`config.mk`:
```
export PLATFORM = sky130hd
export DESIGN_NAME = regbank_dump_ctrl
export DESIGN_NICKNAME = d
export VERILOG_FILES = /design/src/rtl/regbank_dump_ctrl.sv
export SDC_FILE = /design/constraint.sdc
export NUM_CORES = 1
export LEC_CHECK = 0
export CAP_MARGIN = 20
export CORE_MARGIN = 2
export CORE_UTILIZATION = 35
export DETAILED_ROUTE_END_ITERATION = 16
export PLACE_DENSITY = 0.69
export SLEW_MARGIN = 20
export SYNTH_ARGS = -nofsm -noshare
export SYNTH_HDL_FRONTEND = slang
export SYNTH_SLANG_ARGS = --single-unit
```
`constraint.sdc`:
```
create_clock -name i_clock -period 3.54 [get_ports i_clock]
set_clock_uncertainty 0.1 [all_clocks]
set_input_delay 1.062 -clock i_clock [delete_from_list [all_inputs] [get_ports i_clock]]
set_output_delay 1.062 -clock i_clock [all_outputs]
set_load 0.03 [all_outputs]
```
`src/rtl/regbank_dump_ctrl.sv`:
```
// Debug register-bank dump sequencer: reads registers 0..N_REGISTER-1 over bank
// port A and streams each word MSB byte first to the UART TX valid/ready path.
module regbank_dump_ctrl #(
  parameter int NB_REG     = 5,
  parameter int NB_DATA    = 32,
  parameter int N_REGISTER = 32,
  parameter int NB_BYTE    = 8
) (
  input  logic               i_clock,
  input  logic               i_reset,
  input  logic               i_start,
  input  logic [NB_DATA-1:0] i_reg_data,
  input  logic               i_tx_ready,
  output logic [NB_REG-1:0]  o_reg_addr,
  output logic               o_reg_sel,
  output logic [NB_BYTE-1:0] o_tx_data,
  output logic               o_tx_valid,
  output logic               o_busy,
  output logic               o_done
);

  localparam int BYTES  = NB_DATA / NB_BYTE;
  localparam int NB_CNT = (BYTES > 1) ? $clog2(BYTES) : 1;
  localparam logic [NB_REG-1:0] LAST_IDX  = NB_REG'(N_REGISTER - 1);
  localparam logic [NB_CNT-1:0] LAST_BYTE = NB_CNT'(BYTES - 1);

  typedef enum logic [2:0] {
    ST_IDLE,
    ST_READ,
    ST_CAPT,
    ST_SEND,
    ST_DONE
  } state_t;

  state_t             r_state;
  logic [NB_REG-1:0]  r_reg_addr;
  logic               r_reg_sel;
  logic               r_tx_valid;
  logic               r_busy;
  logic               r_done;
  logic [NB_CNT-1:0]  r_byte_cnt;
  logic [NB_DATA-1:0] r_shift;
  logic               w_handshake;

  assign w_handshake = r_tx_valid & i_tx_ready;

  // r_reg_addr doubles as the register index; it only moves on the last byte of a word.
  always_ff @(posedge i_clock) begin
    if (i_reset) begin
      r_state    <= ST_IDLE;
      r_reg_addr <= '0;
      r_reg_sel  <= 1'b0;
      r_tx_valid <= 1'b0;
      r_busy     <= 1'b0;
      r_done     <= 1'b0;
      r_byte_cnt <= '0;
      r_shift    <= '0;
    end else begin
      r_done <= 1'b0;
      case (r_state)
        ST_IDLE: begin
          if (i_start) begin
            r_reg_addr <= '0;
            r_reg_sel  <= 1'b1;
            r_busy     <= 1'b1;
            r_state    <= ST_READ;
          end
        end
        ST_READ: begin
          r_state <= ST_CAPT;
        end
        ST_CAPT: begin
          r_shift    <= i_reg_data;
          r_byte_cnt <= '0;
          r_tx_valid <= 1'b1;
          r_state    <= ST_SEND;
        end
        ST_SEND: begin
          if (w_handshake) begin
            r_shift    <= r_shift << NB_BYTE;
            r_byte_cnt <= r_byte_cnt + 1'b1;
            if (r_byte_cnt == LAST_BYTE) begin
              r_tx_valid <= 1'b0;
              if (r_reg_addr == LAST_IDX) begin
                r_done  <= 1'b1;
                r_state <= ST_DONE;
              end else begin
                r_reg_addr <= r_reg_addr + 1'b1;
                r_state    <= ST_READ;
              end
            end
          end
        end
        ST_DONE: begin
          r_busy    <= 1'b0;
          r_reg_sel <= 1'b0;
          r_state   <= ST_IDLE;
        end
        default: begin
          r_state <= ST_IDLE;
        end
      endcase
    end
  end

  assign o_reg_addr = r_reg_addr;
  assign o_reg_sel  = r_reg_sel;
  assign o_tx_data  = r_shift[NB_DATA-1 -: NB_BYTE];
  assign o_tx_valid = r_tx_valid;
  assign o_busy     = r_busy;
  assign o_done     = r_done;

endmodule

```
==> impl_results.md <==
* Outcome: finished clean
* Drt drc at 0
* Synth area leader: dfxtp_1
* Clock buffer depth at 2
* Root buffer cell: clkbuf_8
* CP peak stage delay at 0.71 ns
* Synthesized area at 2330 um2
* Kind of critical path: reg -> out
* Max Slew Vio Count at 0
* Vias per cell at 5.00
* Num CTS Buffers at 5
* Worst Max-Slew Pin Slew at 0.498 ns
* Setup TNS at 0 ns
* Fraction of registers with async set/reset at 0%
* Area contributors post-synth: dfxtp_1 39%, mux2i_1 10%, a211oi_2 10%
* Yosys cell types at 40
* Final setup vio count at 0
* Initial core utilization at 36.4%
* P_leak at 0.982 nW
* Final hold violation count at 0
* Pin count of the biggest net entering global routing at 31
* Critical Path RT at 2.38 ns
* Sink Count at 45
* Most common cell in the netlist: dfxtp_1
* Hold/Removal Path Class: reg -> reg
* Layout Nets at 289
* PD cells at 428 nW/um2
* Register area share after synthesis at 38.7%
* Share of post-route cells with drive strength above 1 at 24.3%
* CORE AREA at 6390 um2
* Setup Fix Bufs, Post-CTS at 0
* IO Port Bufs at 52
* Slew HR at 66.8%
* Final critical-path required period at 2.60 ns
* Mapped Cells at 215
* DRT antenna net count at 0
* Global-route wire length before repair at 7.86 mm
* Placer Congestion at 0.694
* Final wirelength at 4.73 mm
* WP buf/inv at 1
* Max_cap viols at 0
* Average routed wire per standard cell at 14.4 um
* Row count at 29
* CTS resizes at 0
* ANT cells at 0
* Yosys top cell area share at 38.7%
* Post-synth top flop: dfxtp_1
* CP arrival at 1.44 ns
* Drt pass-1 iters at 4
* Chip width at 85.5 um
* Post-Route Utilization at 44.9%
* CP Max Fanout at 5
* CP Launch Type: register
* Die height at 85.5 um
* Synth Register Bits at 45
* Top Family by Delay on Critical Path: buffers and inverters
* Iteration-0 DRC Markers at 95
* Post-synth EDFFs at 0
* Fmax achieved at 385 MHz
* Clock Latency Late Sink at 0.30 ns
* Antenna violations before repair at 0
* Detailed Place HPWL at 3.23 mm
* Syn nets at 254
* Vias at 1,640
* Io pins at 53
* Yosys warnings at 0
* CTS tree: yes
* Unrepaired setup endpoints after global routing: false
* Area delta synth->final at 23.4%
* Die ar. at 7310 um2
* CP endpoint kind: output pin
* CP max stage cell: clkdlybuf4s50_1
* H-tree Lvls at 2
* Fin crit share at 73.5%
* Avg Cell Area, Syn at 10.8 um2
* Overflow after GRT at 0
* Critical-path cell list: clkdlybuf4s50_1
* Most instantiated cells after synthesis: 45 x dfxtp_1, 24 x mux2i_1, 19 x a211oi_2, 19 x a21oi_1, 18 x a21oi_2
* Peak supply drop at 0.139 mV
* Gr usage total at 13.6%
* Hold_ws at 0.382 ns
* # hold bufs at CTS at 0
* Vias in the first global route at 1,590
* Clock slew at reported path FFs at 0.08 ns
[area by class of cell]
cell class | instances | area (um2)
Clock buffer | 7 | 86.3
Tap cell | 77 | 96.3
Multi-Input combinational cell | 140 | 1200
Sequential cell | 45 | 902
Clock inverter | 1 | 30.0
Timing Repair Buffer | 57 | 553
Fill cell | 635 | 3520
Inverter | 1 | 3.75
[layer usage]
| layer | vias to the layer above | global-route usage (%) | wire, um |
|---|---|---|---|
| met4 | 0 | 5.63 | 85 |
| met3 | 7 | 3.08 | 207 |
| met1 | 747 | 18.9 | 2290 |
| met2 | 35 | 20.2 | 2160 |
| li1 | 851 | - | - |
| met5 | - | 0 | 0 |
[sequential cells by signal (all words and copies together), names as in the netlist]
register and cells:
r_shift 32, o_reg_addr 5, o_busy 1, r_byte_cnt 2
o_done 1, r_state 3, o_tx_valid 1
[stage by stage]
stage	std cells	setup WS [ns]	total power (W)	instance area, um2
final	328	0.939	0.00123	2870
after global routing	328	0.885	0.00129	2870
after CTS	328	0.937	0.00125	2870
after detailed placement	320	0.844	0.000841	2750
after global placement	320	0.879	0.000838	2750
after floorplan	215	1.54	0.000780	2330
[final timing paths]
kind | startpoint | to | slack (ns) | depth (start not counted)
worst max-delay path | o_tx_valid | o_tx_valid | 0.94 | 1
worst min-delay path | r_shift[1] | r_shift[1] | 0.38 | 2
worst max register to register | o_reg_addr[0] | o_reg_addr[0] | 1.65 | 6
worst min register to register | r_shift[1] | r_shift[1] | 0.38 | 2
[kinds of logic after synthesis]
logic type,count (synthesis),share of synthesized area (%)
AOI/OAI and AO/OA,79,28.1
buffers and inverters,30,9.74
adders and majority gates,3,1.61
and+or+nand+nor,31,9.84
xor gates and xnor gates,1,0.377
DFF,45,38.7
muxes,26,11.6
[report_power, final]
group	internal, W	leakage [nW]	switching, W
registers	0.000541	0.368	0.0000272
logic	0.000123	0.555	0.000137
clock network	0.000230	0.0585	0.000170
total	0.000894	0.982	0.000334
[cell usage in the layout (no fill, tap or decap), types with 4 or more instances in the layout]
| cell | count |
|---|---|
| clkdlybuf4s50_1 | 51 |
| dfxtp_1 | 44 |
| mux2i_1 | 24 |
| a21oi_1 | 19 |
| a211oi_2 | 19 |
| a21oi_2 | 18 |
| o21ai_0 | 11 |
| nand2_1 | 8 |
| a211oi_1 | 6 |
| clkbuf_8 | 6 |
| buf_4 | 5 |
| nor2_1 | 4 |
No activity file was read; power rests on OpenSTA's default activity.
